$ cat src/rtl/dma_read_engine.sv
// dma_read_engine: runs one DMA read transaction at a time. It issues word
// reads to external memory with up to MAX_OUTST reads in flight. Each in-order
// response is registered and then written into the accelerator buffer. done
// pulses once when the transfer completes.
// Optional feature macro: DMA_READ_PERF_EN adds the perf_cycles counter port.
module dma_read_engine #(
  parameter int ADDR_W    = 32,
  parameter int DATA_W    = 32,
  parameter int LEN_W     = 16,
  parameter int MAX_OUTST = 4
) (
  input  logic              clk,
  input  logic              rst_n,
  input  logic              req_en,
  input  logic [ADDR_W-1:0] req_addr,
  input  logic [LEN_W-1:0]  req_len,
  input  logic [ADDR_W-1:0] req_dst,
  output logic              req_ack,
  output logic              busy,
  output logic              done,
  output logic              err,
  output logic              mem_rd_valid,
  output logic [ADDR_W-1:0] mem_rd_addr,
  input  logic              mem_rd_ready,
  input  logic              mem_rsp_valid,
  input  logic [DATA_W-1:0] mem_rsp_data,
  output logic              buf_wr_en,
  output logic [ADDR_W-1:0] buf_wr_addr,
  output logic [DATA_W-1:0] buf_wr_data
`ifdef DMA_READ_PERF_EN
  ,
  output logic [31:0]       perf_cycles
`endif
);

  localparam int OUT_W = $clog2(MAX_OUTST + 1);
  localparam logic [OUT_W-1:0]  OUT_MAX = OUT_W'(MAX_OUTST);
  localparam logic [ADDR_W-1:0] STEP    = ADDR_W'(DATA_W / 8);

  typedef enum logic [1:0] {
    S_IDLE,
    S_ISSUE,
    S_DRAIN,
    S_DONE
  } state_t;

  state_t state, state_next;

  logic [ADDR_W-1:0] rd_addr;
  logic [ADDR_W-1:0] wr_addr;
  logic [LEN_W-1:0]  len;
  logic [LEN_W-1:0]  issued;
  logic [LEN_W-1:0]  received;
  logic [OUT_W-1:0]  outst;
  logic              err_q;
  logic              rsp_q_valid;
  logic [DATA_W-1:0] rsp_q_data;

  logic rd_hs;
  logic rsp_ok;
  logic stray;

  // A response is only legitimate when a read is in flight. Any other response
  // is stray: it is dropped and it flags an error.
  assign rd_hs  = mem_rd_valid & mem_rd_ready;
  assign rsp_ok = mem_rsp_valid & (outst != '0);
  assign stray  = mem_rsp_valid & (outst == '0);

  assign busy        = (state != S_IDLE);
  assign err         = err_q;
  assign mem_rd_addr = rd_addr;
  assign buf_wr_en   = rsp_q_valid;
  assign buf_wr_addr = wr_addr;
  assign buf_wr_data = rsp_q_data;

  // State register.
  always_ff @(posedge clk) begin
    if (!rst_n) state <= S_IDLE;
    else        state <= state_next;
  end

  // Next-state logic and the handshake outputs that are decoded from state.
  always_comb begin
    // NOTE: every signal assigned in this block gets a default first, so no path leaves it unassigned and no latch is inferred.
    state_next   = state;
    req_ack      = 1'b0;
    mem_rd_valid = 1'b0;
    done         = 1'b0;
    unique case (state)
      S_IDLE: begin
        if (req_en) begin
          req_ack    = 1'b1;
          state_next = (req_len == '0) ? S_DONE : S_ISSUE;
        end
      end
      S_ISSUE: begin
        // The address holds under backpressure. outst can only fall while
        // valid is up, so valid stays high until the request is taken.
        mem_rd_valid = (issued < len) && (outst < OUT_MAX);
        if (issued == len) state_next = S_DRAIN;
      end
      S_DRAIN: begin
        if (received == len) state_next = S_DONE;
      end
      S_DONE: begin
        done       = 1'b1;
        state_next = S_IDLE;
      end
      default: state_next = S_IDLE;
    endcase
  end

  // Transfer bookkeeping: addresses, counters and the sticky error flag.
  always_ff @(posedge clk) begin
    // NOTE: sequential state uses non-blocking assignments only, so every register in this block samples its pre-edge values.
    if (!rst_n) begin
      rd_addr  <= '0;
      wr_addr  <= '0;
      len      <= '0;
      issued   <= '0;
      received <= '0;
      outst    <= '0;
      err_q    <= 1'b0;
    end else if (req_ack) begin
      rd_addr  <= req_addr;
      wr_addr  <= req_dst;
      len      <= req_len;
      issued   <= '0;
      received <= '0;
      outst    <= '0;
      err_q    <= 1'b0;
    end else begin
      if (rd_hs) begin
        rd_addr <= rd_addr + STEP;
        issued  <= issued + LEN_W'(1);
      end
      if (rsp_ok) received <= received + LEN_W'(1);
      unique case ({rd_hs, rsp_ok})
        2'b10:   outst <= outst + OUT_W'(1);
        2'b01:   outst <= outst - OUT_W'(1);
        default: outst <= outst;
      endcase
      if (stray)       err_q   <= 1'b1;
      if (rsp_q_valid) wr_addr <= wr_addr + STEP;
    end
  end

  // Response register stage that feeds the buffer write port.
  always_ff @(posedge clk) begin
    // NOTE: the data register is reset along with its valid bit. This keeps buf_wr_data at 0 out of reset, and it is a single register, not a memory array.
    if (!rst_n) begin
      rsp_q_valid <= 1'b0;
      rsp_q_data  <= '0;
    end else begin
      rsp_q_valid <= rsp_ok;
      if (rsp_ok) rsp_q_data <= mem_rsp_data;
    end
  end

`ifdef DMA_READ_PERF_EN
  // Busy-cycle counter: cleared on accept, counts through the done cycle, saturating.
  always_ff @(posedge clk) begin
    if (!rst_n)                                  perf_cycles <= '0;
    else if (req_ack)                            perf_cycles <= '0;
    else if (busy && (perf_cycles != '1))        perf_cycles <= perf_cycles + 32'd1;
  end
`endif

endmodule
$ cat config.mk
export PLATFORM = sky130hd
export DESIGN_NAME = dma_read_engine
export DESIGN_NICKNAME = d
export VERILOG_FILES = /design/src/rtl/dma_read_engine.sv
export SDC_FILE = /design/constraint.sdc
export NUM_CORES = 1
export LEC_CHECK = 0
export ABC_CLOCK_PERIOD_IN_PS = 3300
export CORE_ASPECT_RATIO = 0.9
export CORE_MARGIN = 4
export CORE_UTILIZATION = 25
export DETAILED_ROUTE_END_ITERATION = 6
export PLACE_DENSITY_LB_ADDON = 0.08
export REMOVE_ABC_BUFFERS = 1
export SKIP_CTS_REPAIR_TIMING = 1
export SLEW_MARGIN = 30
export SYNTH_ARGS = -nofsm -noshare
export SYNTH_HDL_FRONTEND = slang
export SYNTH_SLANG_ARGS = --single-unit
export TNS_END_PERCENT = 30
$ cat constraint.sdc
create_clock -name clk -period 3.3 [get_ports clk]
set_clock_uncertainty 0.05 [all_clocks]
set_input_delay 0.66 -clock clk [delete_from_list [all_inputs] [get_ports clk]]
set_output_delay 0.66 -clock clk [all_outputs]
set_load 0.05 [all_outputs]
==> results of run 1 <==
[critical path: stages (launching register included)]
cell and delay, ps:
sky130_fd_sc_hd__dfxtp_1 380, sky130_fd_sc_hd__inv_1 60, sky130_fd_sc_hd__ha_1 300, sky130_fd_sc_hd__nand4_2 160, sky130_fd_sc_hd__or2_2 350, sky130_fd_sc_hd__o22ai_2 180
sky130_fd_sc_hd__buf_6 250, sky130_fd_sc_hd__nor3b_1 80, sky130_fd_sc_hd__buf_4 190
[cell usage after synthesis (2+ instances only)]
master,number,area (µm²)
sky130_fd_sc_hd__buf_1,12,45.0
sky130_fd_sc_hd__a211oi_1,19,143
sky130_fd_sc_hd__clkbuf_1,38,143
sky130_fd_sc_hd__inv_1,28,105
sky130_fd_sc_hd__and3_1,20,125
sky130_fd_sc_hd__xor2_1,33,289
sky130_fd_sc_hd__and2_1,11,68.8
sky130_fd_sc_hd__o21a_1,3,22.5
sky130_fd_sc_hd__a31oi_1,13,81.3
sky130_fd_sc_hd__nand4_1,39,244
sky130_fd_sc_hd__nor3b_1,2,15.0
sky130_fd_sc_hd__nand2_1,158,593
sky130_fd_sc_hd__o31ai_1,9,67.6
sky130_fd_sc_hd__or3_1,9,56.3
sky130_fd_sc_hd__a41o_1,3,30.0
sky130_fd_sc_hd__xnor2_1,46,403
sky130_fd_sc_hd__nor2b_1,3,18.8
sky130_fd_sc_hd__o21ai_0,47,235
sky130_fd_sc_hd__a21oi_1,94,470
sky130_fd_sc_hd__nor4b_1,2,17.5
sky130_fd_sc_hd__a31o_2,4,35.0
sky130_fd_sc_hd__mux2i_1,3,30.0
sky130_fd_sc_hd__nor3_1,6,30.0
sky130_fd_sc_hd__ha_1,26,325
sky130_fd_sc_hd__nand3_1,22,110
sky130_fd_sc_hd__a311oi_1,4,35.0
sky130_fd_sc_hd__buf_2,7,35.0
sky130_fd_sc_hd__nor2_1,63,236
sky130_fd_sc_hd__dfxtp_1,151,3020
sky130_fd_sc_hd__nor4_1,21,131
sky130_fd_sc_hd__and4_1,8,70.1
sky130_fd_sc_hd__or4_1,9,67.6
[sequential cells by signal, indices dropped and copies added (netlist names)]
name and cells:
buf_wr_addr 32, buf_wr_data 32, buf_wr_en 1, err 1, issued 16, len 16, mem_rd_addr 32, outst 3
received 16, state 2
[cell type report]
type	instances	area (µm²)
clock buffers	17	425
clock inverters	15	183
repair buffers	235	2340
multi-input cells	694	4160
inverters	29	109
fillers	3098	18600
flip-flops and latches	151	3020
well taps	396	495
[where the power goes]
part	internal (W)	switching, W	total (W)
registers	0.00210	0.000311	0.00241
logic	0.000945	0.00175	0.00269
clock network	0.00109	0.000954	0.00204
total	0.00414	0.00301	0.00715
[metrics by stage]
stage | setup slack [ps] | TNS, ps | hold slack, ps | total power, W | instances
final | 203 | 0 | 403 | 0.00715 | 1537
after global routing | 32.1 | 0 | 427 | 0.00755 | 1537
after CTS | 94.9 | 0 | 407 | 0.00727 | 1537
after detailed placement | 439 | 0 | 396 | 0.00518 | 1505
after global placement | 484 | 0 | 393 | 0.00519 | 1505
after floorplan | -1670 | -72780 | 400 | 0.00409 | 874
[worst paths after layout]
path / startpoint / end / slack [ps] / cells after the start
setup / recovery: len[14] / mem_rd_valid / 200 / 8
hold / removal: buf_wr_data[11] / buf_wr_data[11] / 400 / 2
setup reg to reg: len[14] / outst[2] / 400 / 13
hold reg to reg: buf_wr_data[11] / buf_wr_data[11] / 400 / 2
[routing by layer]
layer  GRT usage  up-vias
li1            -     3678
met4      0.0353        2
met3      0.0444       16
met2       0.230      150
met1       0.211     3297
met5           0        -
[logic make-up after synthesis]
logic type               Yosys count  synth area share
AND/OR/NAND/NOR                  379             0.246
AO/OA/AOI/OAI                    206             0.164
flip-flops                       151             0.402
buffers and inverters             87            0.0456
XOR/XNOR                          79            0.0920
adder cells (fa/ha/maj)           27            0.0459
multiplexers                       3           0.00399
==> report_table.html, run 1 <==
<table>
<tr><th>Metric</th><th>Value</th></tr>
<tr><th colspan="2">Synth</th></tr>
<tr><td>Post-synthesis instance total</td><td>between 900 and 1000</td></tr>
<tr><td>Post-synthesis area per instance</td><td>8.07 µm²</td></tr>
<tr><td>Cell variety after synth</td><td>51</td></tr>
<tr><td>Most used DFF post-synth</td><td>sky130_fd_sc_hd__dfxtp_1</td></tr>
<tr><td>Synth async-reset ratio</td><td>0</td></tr>
<tr><td>Number of flip-flops and latches in the synthesized netlist</td><td>151</td></tr>
<tr><td>Synth warnings</td><td>0</td></tr>
<tr><td>Post-synth EDFFs</td><td>0</td></tr>
<tr><td>Combined area of all synthesized cells</td><td>about 0.0075 mm²</td></tr>
<tr><td>Portion of the post-synthesis area used by sequential elements</td><td>0.402</td></tr>
<tr><th colspan="2">Finish</th></tr>
<tr><td>Commonest non-fill, non-tap cells in the layout</td><td>sky130_fd_sc_hd__clkdlybuf4s50_1 (216), sky130_fd_sc_hd__nand2_1 (157), sky130_fd_sc_hd__dfxtp_1 (151)</td></tr>
<tr><td>Share of layout cells above drive strength 1</td><td>0.0587</td></tr>
<tr><td>Area growth, synth to finish</td><td>42.8%</td></tr>
<tr><td>Summed area of non-filler cells in the final layout</td><td>0.0107 mm²</td></tr>
<tr><td>Count of antenna diodes in the layout</td><td>0</td></tr>
<tr><td>Leading cell type in the layout, fill and taps excluded</td><td>sky130_fd_sc_hd__clkdlybuf4s50_1</td></tr>
<tr><td>Final nets</td><td>roughly 1300</td></tr>
<tr><td>Final Util</td><td>0.366</td></tr>
<tr><th colspan="2">Placed design</th></tr>
<tr><td>HPWL Detailed</td><td>17900 µm</td></tr>
<tr><td>Placed instance area</td><td>0.0101 mm²</td></tr>
<tr><td>Count of buffers from port buffering</td><td>218</td></tr>
<tr><td>Placer Congestion</td><td>approximately 0.75</td></tr>
<tr><th colspan="2">Floorplanning</th></tr>
<tr><td>Floorplan die area</td><td>0.0329 mm²</td></tr>
<tr><td>Area of the placeable core</td><td>just under 0.03 mm²</td></tr>
<tr><td>Die Span Y</td><td>approximately 170 µm</td></tr>
<tr><td>Cell row count</td><td>59</td></tr>
<tr><td>Effective utilization at floorplan</td><td>0.257</td></tr>
<tr><td>X dimension of the die</td><td>around 190 µm</td></tr>
<tr><td>Boundary pin count</td><td>219</td></tr>
<tr><th colspan="2">Clocking</th></tr>
<tr><td>Maximum clock path buffer count</td><td>2</td></tr>
<tr><td>CTS tree</td><td>done</td></tr>
<tr><td>Worst-skew pair later-pin latency</td><td>about 430 ps</td></tr>
<tr><td>Depth of the CTS H-tree</td><td>4</td></tr>
<tr><td>Number of sinks on the clock net</td><td>around 150</td></tr>
<tr><td>Clock-pin slew reported for the worst setup and hold paths after clock tree synthesis</td><td>roughly 80 ps</td></tr>
<tr><td>CTS Buf Count</td><td>17</td></tr>
<tr><td>Root buf cell</td><td>sky130_fd_sc_hd__clkbuf_16</td></tr>
<tr><th colspan="2">Drt</th></tr>
<tr><td>Length of routed wiring on met1</td><td>about 12000 µm</td></tr>
<tr><td>DR top layer</td><td>met5</td></tr>
<tr><td>Drt first pass iters</td><td>4</td></tr>
<tr><td>Detailed-routed wire length on met2</td><td>11000 µm</td></tr>
<tr><td>Routed length per placed instance</td><td>around 16 µm</td></tr>
<tr><td>Number of nets with antenna violations after routing</td><td>0</td></tr>
<tr><td>Number of remaining DRC errors</td><td>0</td></tr>
<tr><td>Total number of vias</td><td>~7100</td></tr>
<tr><td>Average via count per standard cell</td><td>between 4 and 5</td></tr>
<tr><td>Post-detailed-routing wire length</td><td>between 20000 and 30000 µm</td></tr>
<tr><td>Met3 WL</td><td>about 1500 µm</td></tr>
<tr><td>Number of DRC markers in iteration 0</td><td>300</td></tr>
<tr><th colspan="2">GRT</th></tr>
<tr><td>First-pass GRT wire length</td><td>roughly 40000 µm</td></tr>
<tr><td>Maximum number of pins on one net before global-route repair</td><td>between 70 and 80</td></tr>
<tr><td>Global-route total usage across every layer</td><td>0.151</td></tr>
<tr><td>Remaining Overflow, GRT</td><td>0</td></tr>
<tr><td>Antenna violations before repair</td><td>1</td></tr>
<tr><td>Vias in the first global route</td><td>about 6900</td></tr>
<tr><th colspan="2">Flow run</th></tr>
<tr><td>Total of max-cap violations</td><td>0</td></tr>
<tr><th colspan="2">STA</th></tr>
<tr><td>Period utilization</td><td>0.939</td></tr>
<tr><td>Worst slew margin</td><td>0.546</td></tr>
<tr><td>Final critical-path required period</td><td>3100 ps</td></tr>
<tr><td>RSZ-0062 raised after global routing</td><td>no</td></tr>
<tr><td>Slew at the pin with the worst max-slew slack</td><td>678 ps</td></tr>
<tr><td>Setup-violating endpoint count in the final report</td><td>0</td></tr>
<tr><td>Fmax</td><td>around 320 MHz</td></tr>
<tr><td>Final Max Slew Viols</td><td>0</td></tr>
<tr><td>Number of hold violations in the final report</td><td>0</td></tr>
<tr><th colspan="2">Power</th></tr>
<tr><td>Max rail drop VDD</td><td>about 0.00035 V</td></tr>
<tr><td>Areal power density over the cells</td><td>approximately 670 mW/mm²</td></tr>
<tr><td>Leak</td><td>between 3 and 4 nW</td></tr>
<tr><th colspan="2">Worst setup path</th></tr>
<tr><td>Worst endpoint required time</td><td>approximately 2600 ps</td></tr>
<tr><td>Critical-path maximum fanout</td><td>21</td></tr>
<tr><td>Start-to-end type of the worst setup path</td><td>flop to output pin</td></tr>
<tr><td>Critical Path AT</td><td>approximately 2400 ps</td></tr>
<tr><td>CP Capture Type</td><td>output pin</td></tr>
<tr><td>Crit start category</td><td>flop</td></tr>
<tr><th colspan="2">Hold path</th></tr>
<tr><td>Path type of the worst min-delay path</td><td>flop to flop</td></tr>
<tr><th colspan="2">Outcome</th></tr>
<tr><td>Run status</td><td>complete, no violations</td></tr>
</table>
(Power assumes the default switching activity.)
==> run 2, diff against run 1 <==
--- a/config.mk
+++ b/config.mk
@@ -8,7 +8,7 @@
 export ABC_CLOCK_PERIOD_IN_PS = 3300
 export CORE_ASPECT_RATIO = 0.9
 export CORE_MARGIN = 4
-export CORE_UTILIZATION = 25
+export CORE_UTILIZATION = 43
 export DETAILED_ROUTE_END_ITERATION = 6
 export PLACE_DENSITY_LB_ADDON = 0.08
 export REMOVE_ABC_BUFFERS = 1
==> report_table.html, run 2 (same netlist as run 1, synthesis figures left out) <==
<table>
<tr><th>Metric</th><th>Value</th></tr>
<tr><th colspan="2">Floorplanning</th></tr>
<tr><td>Floorplan die area</td><td>0.0197 mm² (was 0.0329 mm²)</td></tr>
<tr><td>Die Span Y</td><td>133 µm (was 173 µm)</td></tr>
<tr><td>Cell row count</td><td>45 (was 59)</td></tr>
<tr><td>X dimension of the die</td><td>147 µm (was 191 µm)</td></tr>
<tr><td>Boundary pin count</td><td>219 (unchanged)</td></tr>
<tr><td>Area of the placeable core</td><td>0.0170 mm² (was 0.0293 mm²)</td></tr>
<tr><td>Effective utilization at floorplan</td><td>0.442 (was 0.257)</td></tr>
<tr><th colspan="2">STA</th></tr>
<tr><td>Fmax</td><td>319 MHz (was 323 MHz)</td></tr>
<tr><td>Setup slack of the critical path after layout</td><td>163 ps (was 203 ps)</td></tr>
<tr><td>Period utilization</td><td>0.950 (was 0.939)</td></tr>
<tr><td>Number of hold violations in the final report</td><td>0 (unchanged)</td></tr>
<tr><td>Setup_tns</td><td>0 ps (unchanged)</td></tr>
<tr><td>Worst slew margin</td><td>0.418 (was 0.546)</td></tr>
<tr><td>Final Max Slew Viols</td><td>0 (unchanged)</td></tr>
<tr><td>Slew at the pin with the worst max-slew slack</td><td>866 ps (was 678 ps)</td></tr>
<tr><td>Setup-violating endpoint count in the final report</td><td>0 (unchanged)</td></tr>
<tr><td>RSZ-0062 raised after global routing</td><td>no (unchanged)</td></tr>
<tr><td>Final critical-path required period</td><td>3140 ps (was 3100 ps)</td></tr>
<tr><th colspan="2">Worst setup path</th></tr>
<tr><td>Setup slack on the worst flop-to-flop path</td><td>350 ps (was 400 ps)</td></tr>
<tr><td>Start-to-end type of the worst setup path</td><td>flop to output pin (unchanged)</td></tr>
<tr><td>Worst stage delay on the critical path</td><td>380 ps (about the same)</td></tr>
<tr><td>Worst-path cell chain</td><td>inv_1, ha_1, nand4_2, or2_2, o22ai_2, buf_6, nor3b_1, buf_4 (unchanged)</td></tr>
<tr><td>Critical-path maximum fanout</td><td>21 (unchanged)</td></tr>
<tr><td>Critical register-to-register path startpoint</td><td>len[14] (unchanged)</td></tr>
<tr><td>CP Capture Type</td><td>output pin (unchanged)</td></tr>
<tr><td>Worst endpoint required time</td><td>2590 ps (about the same)</td></tr>
<tr><td>R2R depth</td><td>13 (unchanged)</td></tr>
<tr><td>Critical Path AT</td><td>2430 ps (was 2390 ps)</td></tr>
<tr><td>Critical-path cell with the highest stage delay</td><td>sky130_fd_sc_hd__dfxtp_1 (unchanged)</td></tr>
<tr><td>Crit start category</td><td>flop (unchanged)</td></tr>
<tr><td>Destination of the worst register-to-register timing path</td><td>outst[2] (unchanged)</td></tr>
<tr><th colspan="2">Placed design</th></tr>
<tr><td>Cell Count Post-Placement</td><td>1342 (was 1505)</td></tr>
<tr><td>Placer Congestion</td><td>0.816 (was 0.746)</td></tr>
<tr><td>HPWL Detailed</td><td>15200 µm (was 17900 µm)</td></tr>
<tr><td>Count of buffers from port buffering</td><td>218 (unchanged)</td></tr>
<tr><td>Worst Setup Slack post-DPL</td><td>416 ps (was 439 ps)</td></tr>
<tr><th colspan="2">Clocking</th></tr>
<tr><td>Clock-pin slew reported for the worst setup and hold paths after clock tree synthesis</td><td>70 ps (was 80 ps)</td></tr>
<tr><td>CTS tree</td><td>done (unchanged)</td></tr>
<tr><td>Root buf cell</td><td>sky130_fd_sc_hd__clkbuf_16 (unchanged)</td></tr>
<tr><td>Number of sinks on the clock net</td><td>151 (unchanged)</td></tr>
<tr><td>Worst-skew pair later-pin latency</td><td>430 ps (about the same)</td></tr>
<tr><td>CTS Buf Count</td><td>17 (unchanged)</td></tr>
<tr><td>Depth of the CTS H-tree</td><td>4 (unchanged)</td></tr>
<tr><td>Maximum clock path buffer count</td><td>2 (unchanged)</td></tr>
<tr><th colspan="2">Power</th></tr>
<tr><td>Leak</td><td>3.63 nW (was 3.66 nW)</td></tr>
<tr><td>Areal power density over the cells</td><td>664 mW/mm² (was 666 mW/mm²)</td></tr>
<tr><td>Max rail drop VDD</td><td>0.000425 V (was 0.000349 V)</td></tr>
<tr><td>Sum of internal, switching and leakage power</td><td>0.00696 W (was 0.00715 W)</td></tr>
<tr><th colspan="2">Drt</th></tr>
<tr><td>Number of remaining DRC errors</td><td>0 (unchanged)</td></tr>
<tr><td>Post-detailed-routing wire length</td><td>21600 µm (was 25200 µm)</td></tr>
<tr><td>Number of DRC markers in iteration 0</td><td>446 (was 300)</td></tr>
<tr><td>Drt first pass iters</td><td>5 (was 4)</td></tr>
<tr><td>Number of nets with antenna violations after routing</td><td>0 (unchanged)</td></tr>
<tr><td>Routed length per placed instance</td><td>15.7 µm (was 16.4 µm)</td></tr>
<tr><td>Total number of vias</td><td>7177 (was 7143)</td></tr>
<tr><td>Average via count per standard cell</td><td>5.22 (was 4.65)</td></tr>
<tr><th colspan="2">Finish</th></tr>
<tr><td>Count of antenna diodes in the layout</td><td>0 (unchanged)</td></tr>
<tr><td>Commonest non-fill, non-tap cells in the layout</td><td>sky130_fd_sc_hd__clkdlybuf4s50_1 (216), sky130_fd_sc_hd__nand2_1 (157), sky130_fd_sc_hd__dfxtp_1 (151) (unchanged)</td></tr>
<tr><td>Post-layout instance count excluding filler cells</td><td>1374 (was 1537)</td></tr>
<tr><td>Area growth, synth to finish</td><td>39.5% (was 42.8%)</td></tr>
<tr><td>Final nets</td><td>1270 (was 1272)</td></tr>
<tr><td>Share of layout cells above drive strength 1</td><td>0.0571 (was 0.0587)</td></tr>
<tr><td>Leading cell type in the layout, fill and taps excluded</td><td>sky130_fd_sc_hd__clkdlybuf4s50_1 (unchanged)</td></tr>
<tr><td>Fill cell instance count of the final layout</td><td>1590 (was 3098)</td></tr>
<tr><th colspan="2">Flow run</th></tr>
<tr><td>Total of max-cap violations</td><td>0 (unchanged)</td></tr>
<tr><th colspan="2">GRT</th></tr>
<tr><td>Maximum number of pins on one net before global-route repair</td><td>134 (was 78)</td></tr>
<tr><td>Remaining Overflow, GRT</td><td>0 (unchanged)</td></tr>
<tr><td>Antenna violations before repair</td><td>0 (was 1)</td></tr>
<tr><td>Vias in the first global route</td><td>6732 (was 6930)</td></tr>
<tr><td>First-pass GRT wire length</td><td>34800 µm (was 40000 µm)</td></tr>
<tr><td>Global-route total usage across every layer</td><td>0.216 (was 0.151)</td></tr>
<tr><th colspan="2">Outcome</th></tr>
<tr><td>Run status</td><td>complete, no violations (unchanged)</td></tr>
<tr><th colspan="2">Hold path</th></tr>
<tr><td>Worst Hold End</td><td>buf_wr_data[17] (was buf_wr_data[11])</td></tr>
<tr><td>Startpoint of the worst hold path</td><td>buf_wr_data[17] (was buf_wr_data[11])</td></tr>
<tr><td>Path type of the worst min-delay path</td><td>flop to flop (unchanged)</td></tr>
<tr><td>WHS Path Cells</td><td>2 (unchanged)</td></tr>
</table>
-- run 2: worst max-delay path by stage --
stage	to	cells after the start	from	slack (ps)
after floorplan	issued[11]	8	state[0]	-1670
after global placement	outst[2]	13	len[15]	470
after detailed placement	outst[2]	13	len[14]	420
after CTS	mem_rd_valid	8	len[1]	70
after global routing	mem_rd_valid	8	len[11]	30
final	mem_rd_valid	8	len[14]	160
-- run 2: power by group --
group	total (W)	internal (W)	switching [W]
combinational	0.00265	0.000943	0.00171
clock	0.00190	0.00107	0.000830
sequential	0.00241	0.00210	0.000302
total	0.00696	0.00412	0.00284
-- run 2: metrics by stage --
step | hold WS [ps] | util | instance area (µm²)
2_1_floorplan | 400 | - | 7280
3_3_place_gp | 391 | 0.582 | 9900
3_5_place_dp | 397 | 0.582 | 9900
4_1_cts | 406 | 0.616 | 10500
5_1_grt | 418 | 0.617 | 10500
6_report | 402 | 0.617 | 10500
-- run 2: worst max-delay path: cells and delay by family (launching register included) --
family,cells,cell delay (ps)
buffers and inverters,3,490
adder cells (fa/ha/maj),1,300
AND/OR/NAND/NOR,3,620
flip-flops,1,380
AO/OA/AOI/OAI,1,190
-- run 2: final cells by class --
type                            count  area [µm²]  share of cell area
Multi-Input combinational cell    694        4160               0.397
Sequential cell                   151        3020               0.288
Timing Repair Buffer              233        2320               0.221
Clock buffer                       18         439              0.0419
Tap cell                          235         294              0.0280
Clock inverter                     14         141              0.0135
Inverter                           29         109              0.0104
-- run 2: per-layer routing --
layer / up-vias / track usage / share of wire
li1: 3670 / - / -
met1: 3307 / 0.284 / 0.46
met2: 181 / 0.346 / 0.46
met3: 19 / 0.0663 / 0.064
met4: 0 / 0.0543 / 0.014
met5: - / 0 / 0
==> run 3, diff against run 2 <==
--- a/config.mk
+++ b/config.mk
@@ -11,7 +11,6 @@
 export CORE_UTILIZATION = 43
 export DETAILED_ROUTE_END_ITERATION = 6
 export PLACE_DENSITY_LB_ADDON = 0.08
-export REMOVE_ABC_BUFFERS = 1
 export SKIP_CTS_REPAIR_TIMING = 1
 export SLEW_MARGIN = 30
 export SYNTH_ARGS = -nofsm -noshare
==> report_table.html, run 3 (same netlist as run 1, synthesis figures left out) <==
<table>
<tr><th>Metric</th><th>Value</th></tr>
<tr><th colspan="2">Clocking</th></tr>
<tr><td>CTS Buf Count</td><td>17 (unchanged)</td></tr>
<tr><td>Maximum clock path buffer count</td><td>2 (unchanged)</td></tr>
<tr><td>Worst-skew pair later-pin latency</td><td>420 ps (was 430 ps)</td></tr>
<tr><td>Depth of the CTS H-tree</td><td>4 (unchanged)</td></tr>
<tr><td>Clock-pin slew reported for the worst setup and hold paths after clock tree synthesis</td><td>60 ps (was 70 ps)</td></tr>
<tr><td>Root buf cell</td><td>sky130_fd_sc_hd__clkbuf_16 (unchanged)</td></tr>
<tr><td>CTS tree</td><td>done (unchanged)</td></tr>
<tr><td>Number of sinks on the clock net</td><td>151 (unchanged)</td></tr>
<tr><th colspan="2">GRT</th></tr>
<tr><td>Antenna violations before repair</td><td>3 (was 0)</td></tr>
<tr><td>Grt peak-use layer</td><td>met2 (unchanged)</td></tr>
<tr><td>Global-route met2 utilization</td><td>0.359 (was 0.346)</td></tr>
<tr><td>Remaining Overflow, GRT</td><td>0 (unchanged)</td></tr>
<tr><td>GR Layer Usage met1</td><td>0.302 (was 0.284)</td></tr>
<tr><td>Global-route total usage across every layer</td><td>0.230 (was 0.216)</td></tr>
<tr><td>GR Layer Usage met3</td><td>0.0779 (was 0.0663)</td></tr>
<tr><td>Maximum number of pins on one net before global-route repair</td><td>134 (unchanged)</td></tr>
<tr><td>Vias in the first global route</td><td>6878 (was 6732)</td></tr>
<tr><td>First-pass GRT wire length</td><td>36400 µm (was 34800 µm)</td></tr>
<tr><th colspan="2">STA</th></tr>
<tr><td>Worst slew margin</td><td>0.467 (was 0.418)</td></tr>
<tr><td>Slew at the pin with the worst max-slew slack</td><td>793 ps (was 866 ps)</td></tr>
<tr><td>Fmax</td><td>318 MHz (was 319 MHz)</td></tr>
<tr><td>RSZ-0062 raised after global routing</td><td>no (unchanged)</td></tr>
<tr><td>Final Max Slew Viols</td><td>0 (unchanged)</td></tr>
<tr><td>Setup-violating endpoint count in the final report</td><td>0 (unchanged)</td></tr>
<tr><td>Min Hold Slack</td><td>403 ps (was 402 ps)</td></tr>
<tr><td>Setup_tns</td><td>0 ps (unchanged)</td></tr>
<tr><td>Final critical-path required period</td><td>3150 ps (was 3140 ps)</td></tr>
<tr><td>Number of hold violations in the final report</td><td>0 (unchanged)</td></tr>
<tr><td>Period utilization</td><td>0.954 (was 0.950)</td></tr>
<tr><td>Setup slack of the critical path after layout</td><td>153 ps (was 163 ps)</td></tr>
<tr><th colspan="2">Worst setup path</th></tr>
<tr><td>Crit start category</td><td>flop (unchanged)</td></tr>
<tr><td>Critical-path maximum fanout</td><td>21 (unchanged)</td></tr>
<tr><td>Startpoint of the most critical setup path</td><td>len[7] (was len[14])</td></tr>
<tr><td>Start-to-end type of the worst setup path</td><td>flop to output pin (unchanged)</td></tr>
<tr><td>Worst endpoint required time</td><td>2590 ps (about the same)</td></tr>
<tr><td>Critical register-to-register path startpoint</td><td>len[11] (was len[14])</td></tr>
<tr><td>Critical Path AT</td><td>2440 ps (was 2430 ps)</td></tr>
<tr><td>CP Capture Type</td><td>output pin (unchanged)</td></tr>
<tr><th colspan="2">Drt</th></tr>
<tr><td>Number of remaining DRC errors</td><td>0 (unchanged)</td></tr>
<tr><td>Number of nets with antenna violations after routing</td><td>0 (unchanged)</td></tr>
<tr><td>Post-detailed-routing wire length</td><td>23100 µm (was 21600 µm)</td></tr>
<tr><td>Number of DRC markers in iteration 0</td><td>462 (was 446)</td></tr>
<tr><td>Total number of vias</td><td>7222 (was 7177)</td></tr>
<tr><td>Drt first pass iters</td><td>5 (unchanged)</td></tr>
<tr><td>Routed length per placed instance</td><td>16.8 µm (was 15.7 µm)</td></tr>
<tr><td>Average via count per standard cell</td><td>5.26 (was 5.22)</td></tr>
<tr><th colspan="2">Outcome</th></tr>
<tr><td>Run status</td><td>complete, no violations (unchanged)</td></tr>
<tr><th colspan="2">Floorplanning</th></tr>
<tr><td>Area of the placeable core</td><td>0.0170 mm² (unchanged)</td></tr>
<tr><td>Boundary pin count</td><td>219 (unchanged)</td></tr>
<tr><td>X dimension of the die</td><td>147 µm (unchanged)</td></tr>
<tr><td>Die Span Y</td><td>133 µm (unchanged)</td></tr>
<tr><td>Floorplan die area</td><td>0.0197 mm² (unchanged)</td></tr>
<tr><td>Effective utilization at floorplan</td><td>0.442 (unchanged)</td></tr>
<tr><td>Cell row count</td><td>45 (unchanged)</td></tr>
<tr><th colspan="2">Placed design</th></tr>
<tr><td>Count of buffers from port buffering</td><td>218 (unchanged)</td></tr>
<tr><td>HPWL Detailed</td><td>16500 µm (was 15200 µm)</td></tr>
<tr><td>Placer Congestion</td><td>0.869 (was 0.816)</td></tr>
<tr><td>Worst Setup Slack post-DPL</td><td>374 ps (was 416 ps)</td></tr>
<tr><th colspan="2">Finish</th></tr>
<tr><td>Leading cell type in the layout, fill and taps excluded</td><td>sky130_fd_sc_hd__clkdlybuf4s50_1 (unchanged)</td></tr>
<tr><td>Final nets</td><td>1271 (was 1270)</td></tr>
<tr><td>Commonest non-fill, non-tap cells in the layout</td><td>sky130_fd_sc_hd__clkdlybuf4s50_1 (216), sky130_fd_sc_hd__nand2_1 (157), sky130_fd_sc_hd__dfxtp_1 (151) (unchanged)</td></tr>
<tr><td>Area growth, synth to finish</td><td>39.7% (was 39.5%)</td></tr>
<tr><td>Count of antenna diodes in the layout</td><td>0 (unchanged)</td></tr>
<tr><td>Share of layout cells above drive strength 1</td><td>0.0562 (was 0.0571)</td></tr>
<tr><th colspan="2">Flow run</th></tr>
<tr><td>Total of max-cap violations</td><td>0 (unchanged)</td></tr>
<tr><th colspan="2">Synth</th></tr>
<tr><td>Syn nets</td><td>approximately 1100</td></tr>
<tr><th colspan="2">Hold path</th></tr>
<tr><td>Path type of the worst min-delay path</td><td>flop to flop (unchanged)</td></tr>
<tr><td>Startpoint of the worst hold path</td><td>buf_wr_data[7] (was buf_wr_data[17])</td></tr>
<tr><th colspan="2">Power</th></tr>
<tr><td>Areal power density over the cells</td><td>671 mW/mm² (was 664 mW/mm²)</td></tr>
<tr><td>Max rail drop VDD</td><td>0.000456 V (was 0.000425 V)</td></tr>
<tr><td>Leak</td><td>3.64 nW (was 3.63 nW)</td></tr>
</table>
## run 3: cell count changes in the layout (fill, tap and decap cells not counted), moves of 2 or more
cell,previous run,this run
sky130_fd_sc_hd__buf_4,13,15
sky130_fd_sc_hd__bufinv_16,1,3
sky130_fd_sc_hd__clkinv_2,0,2
sky130_fd_sc_hd__clkinv_4,5,1
sky130_fd_sc_hd__inv_6,3,1
## run 3: final timing paths
check | endpoint | slack (ps) | cells after the start
hold reg to reg | buf_wr_data[7] | 400 | 2
setup reg to reg | outst[2] | 340 | 13
hold / removal | buf_wr_data[7] | 400 | 2
setup / recovery | mem_rd_valid | 150 | 7
## run 3: cell type report
| class | instances | area, µm² |
|---|---|---|
| Clock buffer | 18 | 429 |
| Sequential cell | 151 | 3020 |
| Multi-Input combinational cell | 694 | 4170 |
| Timing Repair Buffer | 234 | 2330 |
| Fill cell | 1529 | 6500 |
| Tap cell | 235 | 294 |
| Clock inverter | 12 | 155 |
| Inverter | 29 | 109 |
## run 3: worst max-delay path, stage by stage, from the launching register on
cell and delay [ps]:
sky130_fd_sc_hd__dfxtp_1 370, sky130_fd_sc_hd__inv_1 60, sky130_fd_sc_hd__ha_1 320, sky130_fd_sc_hd__nand4_1 200
sky130_fd_sc_hd__a2111oi_4 450, sky130_fd_sc_hd__buf_4 330, sky130_fd_sc_hd__nor3b_2 70, sky130_fd_sc_hd__buf_4 190
## run 3: power by group
group | switching [W] | leakage [nW] | internal (W) | total (W)
registers | 0.000306 | 1.23 | 0.00211 | 0.00241
logic | 0.00174 | 2.14 | 0.000941 | 0.00268
clock network | 0.000779 | 0.270 | 0.00118 | 0.00196
## run 3: metrics by stage
stage | instances | area (µm²) | util | power, W
2_1_floorplan | 932 | 7520 | - | 0.00414
3_3_place_gp | 1343 | 9910 | 0.583 | 0.00511
3_5_place_dp | 1343 | 9910 | 0.583 | 0.00511
4_1_cts | 1373 | 10500 | 0.617 | 0.00710
6_report | 1373 | 10500 | 0.618 | 0.00705
5_1_grt | 1373 | 10500 | 0.618 | 0.00739
## run 3: routing by layer
metal | routed length (µm) | part of all wire | up-vias
met5 | 37 | 0.0016 | -
met4 | 315 | 0.014 | 6
met3 | 1700 | 0.074 | 31
met2 | 10600 | 0.46 | 214
met1 | 10400 | 0.45 | 3300
li1 | - | - | 3671
